[config.mk]
export PLATFORM = sky130hd
export DESIGN_NAME = midi_transmitter
export DESIGN_NICKNAME = d
export VERILOG_FILES = /design/src/rtl/midi_transmitter.sv
export SDC_FILE = /design/constraint.sdc
export NUM_CORES = 1
export LEC_CHECK = 0
export CAP_MARGIN = 40
export CORE_MARGIN = 5
export CORE_UTILIZATION = 52
export DETAILED_ROUTE_END_ITERATION = 8
export PLACE_DENSITY = 0.78
export SLEW_MARGIN = 0
export SYNTH_ARGS = -nofsm -noshare
export SYNTH_HDL_FRONTEND = slang
export SYNTH_SLANG_ARGS = --single-unit
[constraint.sdc]
create_clock -name clk -period 2.4 [get_ports clk]
set_clock_uncertainty 0.1 [all_clocks]
set_input_delay 0.48 -clock clk [delete_from_list [all_inputs] [get_ports clk]]
set_output_delay 0.48 -clock clk [all_outputs]
set_load 0.01 [all_outputs]
[src/rtl/midi_transmitter.sv]
`default_nettype none
// ============================================================================
//  Module   : midi_transmitter
//  Purpose  : Serialises MIDI Note On / Note Off channel voice messages into
//             the three-byte wire stream (status, key, velocity), with optional
//             running-status compression and periodic status refresh.
//  Ports    : clk, rst           - clock, asynchronous active-high reset
//             msg_valid/ready    - upstream message handshake
//             note_on, note_off  - message type (exactly one must be high)
//             ch, D1, D2         - channel, key, velocity
//             Dout/valid/ready   - downstream byte handshake
//             error              - one-cycle pulse: illegal message dropped
//  Revision : 1.0 - initial release
// ============================================================================
module midi_transmitter #(
    parameter int RUNNING_STATUS = 1,
    parameter int RS_REFRESH     = 16
) (
    input  logic       clk,
    input  logic       rst,
    input  logic       msg_valid,
    output logic       msg_ready,
    input  logic       note_on,
    input  logic       note_off,
    input  logic [3:0] ch,
    input  logic [6:0] D1,
    input  logic [6:0] D2,
    output logic [7:0] Dout,
    output logic       Dout_valid,
    input  logic       Dout_ready,
    output logic       error
);

    // Counter just wide enough to reach RS_REFRESH; it saturates at all-ones.
    localparam int                 c_CNT_W   = (RS_REFRESH > 1) ? $clog2(RS_REFRESH + 1) : 1;
    localparam logic [c_CNT_W-1:0] c_REFRESH = c_CNT_W'(RS_REFRESH);
    localparam logic [c_CNT_W-1:0] c_CNT_MAX = '1;

    localparam logic [1:0] c_ST_IDLE   = 2'd0;
    localparam logic [1:0] c_ST_STATUS = 2'd1;
    localparam logic [1:0] c_ST_D1     = 2'd2;
    localparam logic [1:0] c_ST_D2     = 2'd3;

    logic [1:0]         r_state;
    logic [6:0]         r_d1;
    logic [6:0]         r_d2;
    logic [7:0]         r_last_status;
    logic               r_last_valid;
    logic [c_CNT_W-1:0] r_cnt;
    logic [7:0]         r_dout;
    logic               r_dout_valid;
    logic               r_error;

    logic               w_accept;
    logic               w_legal;
    logic [7:0]         w_status;
    logic               w_refresh_ok;
    logic               w_skip;

    // Ready is decoded straight from the state so it drops the instant reset
    // is asserted and rises in the first cycle after release.
    assign msg_ready  = (r_state == c_ST_IDLE) && !rst;
    assign w_accept   = msg_valid && msg_ready;
    assign w_legal    = note_on ^ note_off;
    assign w_status   = {(note_on ? 4'h9 : 4'h8), ch};

    // A zero refresh period means running status is never forcibly broken.
    assign w_refresh_ok = (RS_REFRESH == 0) || (r_cnt < c_REFRESH);
    assign w_skip       = (RUNNING_STATUS != 0) && r_last_valid &&
                          (r_last_status == w_status) && w_refresh_ok;

    assign Dout       = r_dout;
    assign Dout_valid = r_dout_valid;
    assign error      = r_error;

    always_ff @(posedge clk or posedge rst) begin
        if (rst) begin
            r_state       <= c_ST_IDLE;
            r_d1          <= 7'd0;
            r_d2          <= 7'd0;
            r_last_status <= 8'h00;
            r_last_valid  <= 1'b0;
            r_cnt         <= '0;
            r_dout        <= 8'h00;
            r_dout_valid  <= 1'b0;
            r_error       <= 1'b0;
        end else begin
            r_error <= 1'b0;
            case (r_state)
                c_ST_IDLE: begin
                    if (w_accept) begin
                        if (!w_legal) begin
                            // Dropped: only the error pulse leaves a trace.
                            r_error <= 1'b1;
                        end else begin
                            r_d1         <= D1;
                            r_d2         <= D2;
                            r_dout_valid <= 1'b1;
                            if (w_skip) begin
                                r_state <= c_ST_D1;
                                r_dout  <= {1'b0, D1};
                                if (r_cnt != c_CNT_MAX) begin
                                    r_cnt <= r_cnt + 1'b1;
                                end
                            end else begin
                                r_state <= c_ST_STATUS;
                                r_dout  <= w_status;
                                r_cnt   <= '0;
                            end
                        end
                    end
                end
                c_ST_STATUS: begin
                    if (Dout_ready) begin
                        // Running status only becomes valid once the byte has
                        // actually left the block.
                        r_last_status <= r_dout;
                        r_last_valid  <= 1'b1;
                        r_dout        <= {1'b0, r_d1};
                        r_state       <= c_ST_D1;
                    end
                end
                c_ST_D1: begin
                    if (Dout_ready) begin
                        r_dout  <= {1'b0, r_d2};
                        r_state <= c_ST_D2;
                    end
                end
                c_ST_D2: begin
                    if (Dout_ready) begin
                        r_dout_valid <= 1'b0;
                        r_state      <= c_ST_IDLE;
                    end
                end
                default: begin
                    r_dout_valid <= 1'b0;
                    r_state      <= c_ST_IDLE;
                end
            endcase
        end
    end

endmodule
`default_nettype wire

After elaboration in Yosys (flattened, before gate mapping)
Index checks and enable logic that the tools add are counted.
- logic and storage cells: 60
- output and inout port bits: 11
- flip-flop bits (word level): 40
- bitwise gates (word level): 1
- add/sub/neg operators: 1
- equality and inequality tests: 11
- reductions and logical operators: 14
- $lt $le $gt $ge: 1
- muxes and demuxes: 23
- operator list (kind ; count):
    8-bit two-way mux ; 5
    8-bit one-hot mux with 3 select lines ; 1
    2-bit two-way mux ; 6
    5-bit two-way mux ; 2
    2-bit != test (second input constant) ; 5
    5-bit AND reduction ; 2
    8-bit equality test ; 1
    2-bit one-hot mux with 4 select lines ; 1
    4-bit AND reduction ; 2
    1-bit two-way mux ; 7
    5-bit by 1-bit adder with 5-bit output (second input constant) ; 1
    5-bit < comparator (second input constant) ; 1
    5-bit != test (second input constant) ; 1
    2-bit equality test (second input constant) ; 2
    1-bit logical AND ; 4
    3-bit AND reduction ; 1
    3-bit nonzero test ; 1
    2-bit by 1-bit equality test with 1-bit output (second input constant) ; 1
    2-bit zero test ; 1
    2-bit by 1-bit != test with 1-bit output (second input constant) ; 1
    1-bit one-hot mux with 2 select lines ; 1
    2-bit AND reduction ; 1
    2-bit nonzero test ; 1
    1-bit zero test ; 1
    1-bit XOR ; 1

Longest topological paths before layout
Gate-level depths: netlist (run 1).
- depth after elaboration: 8
- mapped depth: 9

Least setup slack after synthesis (run 1)
No wires, ideal clock.
- path kind: register to register
- start point: register r_state[0]
- end point: register r_state[0]
- path buffers: 1
- slack: 313 ps
- required time: 2175 ps
- arrival time: 1863 ps
- library setup time: 125 ps
- period minus slack after synthesis: 2087 ps
- cell stages (with the launch flop): 9
- path through: dfrtp_1 > inv_1 > ha_1 > and2b_1 > nand3_1 > clkbuf_1 > nand2_1 > o21ai_0 > mux2_2
- word-level cells in the longest chain between the ends: 5
- elaborated cells on any way between the ends: 13
- classes of those cells: eq/ne: 8; mux: 1; reduce/logical: 4
- ends and longest elaborated chain (what ; line ; RTL):
    start, declared ; 44 ; logic [1:0] r_state;
    start signal, assigned ; 78 ; r_state <= c_ST_IDLE;
    start signal, assigned ; 100 ; r_state <= c_ST_D1;
    start signal, assigned ; 106 ; r_state <= c_ST_STATUS;
    2-bit zero test ; 62 ; assign msg_ready = (r_state == c_ST_IDLE) && !rst;
    1-bit logical AND ; 62 ;
    via msg_ready ; 22 ; output logic msg_ready,
    1-bit logical AND ; 63 ; assign w_accept = msg_valid && msg_ready;
    2-bit != test (no source line) ; - ;
    5-bit AND reduction (no source line) ; - ;
The timed path passes the listed nets, and every way through them passes these cells.
A chain may end at the register's enable or synchronous reset.

Final worst setup path (run 1)
- start point: register r_state[1]
- end point: output msg_ready
- word-level cells in the longest chain between the ends: 2
- ends and longest elaborated chain (what ; line):
    2-bit zero test ; 62
    1-bit logical AND ; 62
    end, declared ; 22
Every way passes these cells.

==> results of run 1 <==
[registers in the layout, indices dropped and copies added, names as in the netlist]
register,flops
Dout_valid,1
r_last_valid,1
Dout,8
error,1
r_d1,7
r_last_status,8
r_d2,7
r_cnt,5
r_state,2
[area by class of cell]
type,count,area (sq um)
Multi-Input combinational cell,145,922
Sequential cell,40,1000
Clock inverter,1,7.51
Fill cell,303,1170
Tap cell,48,60.1
Timing Repair Buffer,44,440
Clock buffer,7,86.3
Inverter,8,30.0
[synthesized netlist by cell type (all sizes together)]
| cell type | count |
|---|---|
| nand3b | 1 |
| ha | 6 |
| and2b | 1 |
| and3 | 2 |
| buf | 4 |
| a21o | 1 |
| a211o | 1 |
| xor2 | 3 |
| or4 | 1 |
| a21oi | 9 |
| o22ai | 1 |
| nand4b | 1 |
| o31ai | 1 |
| o2bb2ai | 3 |
| mux2 | 9 |
| mux2i | 3 |
| nand2b | 2 |
| inv | 8 |
| nor4 | 1 |
| dfrtp | 40 |
| clkbuf | 7 |
| nor2 | 13 |
| or3 | 5 |
| a31oi | 2 |
| a22oi | 7 |
| xnor2 | 3 |
| o21ai | 4 |
| nor3 | 1 |
| nand2 | 56 |
| a32o | 5 |
| nand3 | 3 |
[kinds of logic after synthesis]
kind of cell | Yosys count | synth area share [%]
flops | 40 | 49.8
compound gates | 34 | 11.8
simple gates | 87 | 20.5
fa+ha+maj | 6 | 3.73
mux | 12 | 6.53
xor+xnor | 6 | 2.61
buf+inv | 19 | 4.98
[repair_timing]
item | 4_1_cts | 5_1_grt
gates resized for setup | 1 | 1
endpoints found under the hold margin | 0 | 0
setup endpoints to repair | 1 | 1
[critical path, stage by stage, from the launching register on]
cell and delay, ps:
dfrtp_1 410, inv_1 140, ha_4 180, and2b_1 170
clkdlybuf4s50_1 540
[power groups by stage]
stage                     logic (mW)  clock network, mW  registers (mW)
after floorplan                0.894                  0            1.12
after global placement          1.33                  0            1.11
after detailed placement        1.37                  0            1.13
after CTS                       1.38              0.461            1.12
after global routing            1.56              0.492            1.16
final                           1.41              0.447            1.12
[metrics by stage]
stage | hold slack, ps | utilization (%) | instance area (sq um)
3_3_place_gp | 351 | 65.7 | 2440
3_5_place_dp | 369 | 65.7 | 2440
4_1_cts | 385 | 68.3 | 2540
6_report | 383 | 68.6 | 2550
5_1_grt | 416 | 68.6 | 2550
2_1_floorplan | 335 | - | 2010
[metal layers]
metal  vias to the layer above  global-route usage (%)  wire (um)
met2                        29                    26.1       1870
met3                         5                    4.16        185
met4                         0                    6.26         53
met5                         -                       0          0
li1                        773                       -          -
met1                       718                    24.4       2050
[final timing paths]
check | from | to | slack, ps | depth (start not counted)
max in group asynchronous | rst | Dout[0] | 1500 | 3
worst min-delay path | r_last_valid | r_last_valid | 380 | 1
min in group asynchronous | rst | Dout_valid | 460 | 3
worst max-delay path | r_state[1] | msg_ready | 90 | 4
worst min register to register | r_last_valid | r_last_valid | 380 | 1
worst max register to register | r_last_status[5] | Dout[0] | 350 | 6
==> results by group, run 1 <==
CTS
  – Clock Sinks: 40
  – Number of setup buffers added after CTS: 0
  – Clk Latency, worst-skew pair: 280 ps
  – Maximum root-to-sink buffer count: 2
  – CTS buffer count: 5
  – CTS Hold Buffers Added: 0
  – Root buf cell: clkbuf_8
  – CTS tree: built
  – # H-tree levels: 2
  – Reg clk slew, reported paths: 70 ps

Synth
  – Synth cell types: 36
  – Register area share after synthesis: 49.8%
  – Biggest area consumer among synthesized cells: dfrtp_1
  – Yosys reg bits: 40
  – Yosys warning total: 0
  – Mapped Cells: ~200
  – Net count after synthesis: between 200 and 250
  – Synth top area cells: dfrtp_1 50%, nand2_1 10%, mux2_2 5.0%
  – Yosys top cell area share: about half
  – Synthesized cell area: 0.00201 sq mm
  – Avg Inst Size Synth: 9.86 sq um

Place
  – Inst Count DP: between 200 and 300
  – Port Buffer Count: 34
  – Worst slack, placed: 2.84 ps
  – Final GP Congestion: roughly 0.84
  – Dpl hpwl: 3.14 mm

Setup path
  – Critical path type: flop to output port
  – Crit path max fanout: 6
  – Crit path DAT: 1730 ps
  – CP endpoint kind: output port
  – Setup crit start kind: flop
  – Critical Path RT: 1820 ps

Die
  – Core Box Area: 0.00372 sq mm
  – Ports: 35
  – Die Wd: about 72 um
  – Std-Cell Rows: 22
  – Die height: about 72 um
  – DIE AREA: 0.00521 sq mm
  – Starting density of the core: 54.1%

GRT
  – Number of global-route vias before repair: between 1,500 and 2,000
  – First-pass GRT wire length: 7.04 mm
  – GRT overflow: 0
  – Gr usage total: around 17%
  – Antenna violations before repair: 0
  – Largest net degree at the start of global routing: 22

Power
  – Power share of the combinational group: between 40 and 50%
  – Peak VDD IR: 669 uV
  – Cell Pwr Density: 1170 mW/mm^2
  – Clk pwr share: ~15%
  – Net Sw Frac: 35.9%
  – P_sw: 1.07 mW
  – Sequential Power Share: 37.7%
  – PnR Total Power: 2.97 mW
  – Pleak: 1.20 nW
  – Internal power: 1.91 mW

Timing
  – # setup viols final: 0
  – Tcrit/Tclk final: 96.4%
  – Min cycle time layout: 2310 ps
  – Max Freq: about 430 MHz
  – Setup TNS: 0 ps
  – Rel. slew slack: 72.3%
  – Worst slew pin tran: 414 ps
  – RSZ-0062 raised after global routing: false
  – Fin worst setup slack: approximately 87 ps
  – Final Hold Fails: 0
  – Slew Viols, Final: 0

Finish
  – Commonest non-fill, non-tap cells in the layout: 55 x nand2_1, 40 x dfrtp_1, 34 x clkdlybuf4s50_1, 13 x nor2_1
  – Most common cell after layout, fill and taps aside: nand2_1
  – Syn-to-layout area delta: 26.7%
  – Layout cells sized above 1: roughly 15%
  – Antenna Cells: 0
  – Fin nets: 274
  – Non-filler cells, final: approximately 290

Routing
  – DR iter-0 viols: roughly 110
  – Final WL: 4.16 mm
  – DRT antenna net count: 0
  – DRT Pass-1 Iters: 5
  – Avg WL per Cell: 14.2 um
  – Via/cell ratio: 5.20
  – DRC Markers: 0
  – Via count: ~1,500

Hold path
  – Worst hold path type: flop to flop

Status
  – Outcome: completed

Job
  – Max cap viols: 0
No activity file was read; power rests on OpenSTA's default activity.
==> run 2, diff against run 1 <==
--- a/config.mk
+++ b/config.mk
@@ -10,6 +10,7 @@
 export CORE_UTILIZATION = 52
 export DETAILED_ROUTE_END_ITERATION = 8
 export PLACE_DENSITY = 0.78
+export RECOVER_POWER = 25
 export SLEW_MARGIN = 0
 export SYNTH_ARGS = -nofsm -noshare
 export SYNTH_HDL_FRONTEND = slang
==> run 2 against run 1 <==
First-iteration DRC count is 7.5% higher; critical path type unchanged; final cell count stayed put; critical path depth stayed put; sequential power hardly changed; largest power group unchanged; via count is 0.39% higher.
==> results by group, run 2 (synthesized netlist as in run 1, its figures left out) <==
Routing
  – DRT Pass-1 Iters: 4 (-1)
  – Final WL: 4.15 mm (-0.12%)
  – DRC Markers: 0 (unchanged)
  – DR iter-0 viols: 114 (+7.5%)
  – DRT antenna net count: 0 (unchanged)
  – Via count: 1,531 (+0.39%)
  – Avg WL per Cell: 14.2 um (-0.12%)
  – Via/cell ratio: 5.23 (+0.39%)

Setup path
  – CP startpoint: r_state[1]
  – Setup crit start kind: flop
  – CP endpoint kind: output port
  – Crit path max fanout: 6 (unchanged)
  – Crit path DAT: 1730 ps (about the same)
  – Worst reg2reg startpoint: r_last_status[5]
  – Critical path type: flop to output port
  – Critical Path RT: 1820 ps (about the same)

Status
  – Outcome: completed

Place
  – Dpl hpwl: 3.14 mm (unchanged)
  – Post-DP Area: 0.00244 sq mm (unchanged)
  – Port Buffer Count: 34 (unchanged)
  – Final GP Congestion: 0.840 (unchanged)

CTS
  – Maximum root-to-sink buffer count: 2 (unchanged)
  – Root buf cell: clkbuf_8
  – Reg clk slew, reported paths: 70 ps (about the same)
  – CTS buffer count: 5 (unchanged)
  – Clk Latency, worst-skew pair: 280 ps (about the same)
  – # H-tree levels: 2 (unchanged)
  – CTS tree: built
  – CTS Hold Buffers Added: 0 (unchanged)
  – Clock Sinks: 40 (unchanged)

Timing
  – RSZ-0062 raised after global routing: false
  – Slew Viols, Final: 0 (unchanged)
  – Min cycle time layout: 2310 ps (-0.231 ps)
  – # setup viols final: 0 (unchanged)
  – Max Freq: 432 MHz (about the same)
  – Setup TNS: 0 ps (unchanged)
  – Worst slew pin tran: 1150 ps (+736 ps)
  – Rel. slew slack: 23.3% (-49 points)
  – Tcrit/Tclk final: 96.4% (about the same)
  – Final Hold Fails: 0 (unchanged)
  – Hold Slack: 384 ps (+1.05 ps)

Die
  – Ports: 35 (unchanged)
  – Die height: 72.2 um (unchanged)
  – Std-Cell Rows: 22 (unchanged)
  – DIE AREA: 0.00521 sq mm (unchanged)
  – Core Box Area: 0.00372 sq mm (unchanged)
  – Die Wd: 72.2 um (unchanged)
  – Starting density of the core: 54.1% (unchanged)

Power
  – Pleak: 1.19 nW (-0.61%)
  – Cell Pwr Density: 1170 mW/mm^2 (+0.23%)
  – Peak VDD IR: 672 uV (+0.45%)
  – PnR Total Power: 2.97 mW (about the same)

Hold path
  – Min-Delay Startpoint: r_last_valid
  – Worst hold path type: flop to flop

Job
  – Max cap viols: 0 (unchanged)

Finish
  – Post-Layout Inst Area: 0.00254 sq mm (-0.29%)
  – Layout cells sized above 1: 14.3% (-0.82 points)
  – Commonest non-fill, non-tap cells in the layout: 55 x nand2_1, 40 x dfrtp_1, 34 x clkdlybuf4s50_1, 13 x nor2_1
  – Most common cell after layout, fill and taps aside: nand2_1
  – Register area: 0.00100 sq mm (unchanged)
  – Fill cell total of the finished layout: 306 (+0.99%)
  – Area of the multi-input gates: 922 sq um (unchanged)
  – Fin nets: 274 (unchanged)
  – Syn-to-layout area delta: 26.3%
  – Antenna Cells: 0 (unchanged)

GRT
  – Antenna violations before repair: 0 (unchanged)
  – Gr usage total: 17.4% (unchanged)
  – Number of global-route vias before repair: 1,515 (unchanged)
  – First-pass GRT wire length: 7.04 mm (unchanged)
  – GRT overflow: 0 (unchanged)
  – Largest net degree at the start of global routing: 22 (unchanged)
run 2: cell count changes in the layout (fill, tap and decap cells not counted):
cell,previous run,this run
buf_4,8,6
clkbuf_1,1,3
run 2: timing repair:
action	in CTS	in global routing
setup endpoints to repair	1	1
setup buffers	0	0
gates resized for setup	1	1
run 2: path summary, 6_finish.rpt:
check | to | slack, ps | cells past startpoint
max | msg_ready | 90 | 4
min | r_last_valid | 380 | 1
max reg2reg | Dout[0] | 350 | 6
min reg2reg | r_last_valid | 380 | 1
max in group asynchronous | Dout[0] | 710 | 3
min in group asynchronous | Dout_valid | 730 | 3
run 2: per-stage QoR:
step	cells	utilization (%)	setup slack, ps
after global placement	285	65.7	51.2
after detailed placement	285	65.7	2.84
after floorplan	204	-	313
after CTS	293	68.3	40.2
after global routing	293	68.4	6.73
final	293	68.4	87.3
run 2: layer usage:
layer	GRT usage [%]	vias up	routed length (um)
li1	-	774	-
met1	24.4	718	2040
met2	26.1	34	1870
met3	4.16	5	188
met4	6.26	0	53
met5	0	-	0
run 2: report_power, final:
group	leakage [nW]	switching (mW)	internal [mW]
Sequential	0.505	0.174	0.945
Clock	0.0445	0.214	0.233
Combinational	0.640	0.681	0.725
Total	1.19	1.07	1.90
run 2: cell type report:
class	count	area share, %
inverters	8	1.18
well taps	48	2.36
flip-flops and latches	40	39.4
clock buffers	7	3.40
clock inverters	1	0.296
multi-input cells	145	36.3
repair buffers	44	17.0
run 2: worst max-delay path, cell delays in order (launching register included):
cell and delay (ps):
dfrtp_1 410, inv_1 140, ha_4 180, and2b_1 170, clkdlybuf4s50_1 540
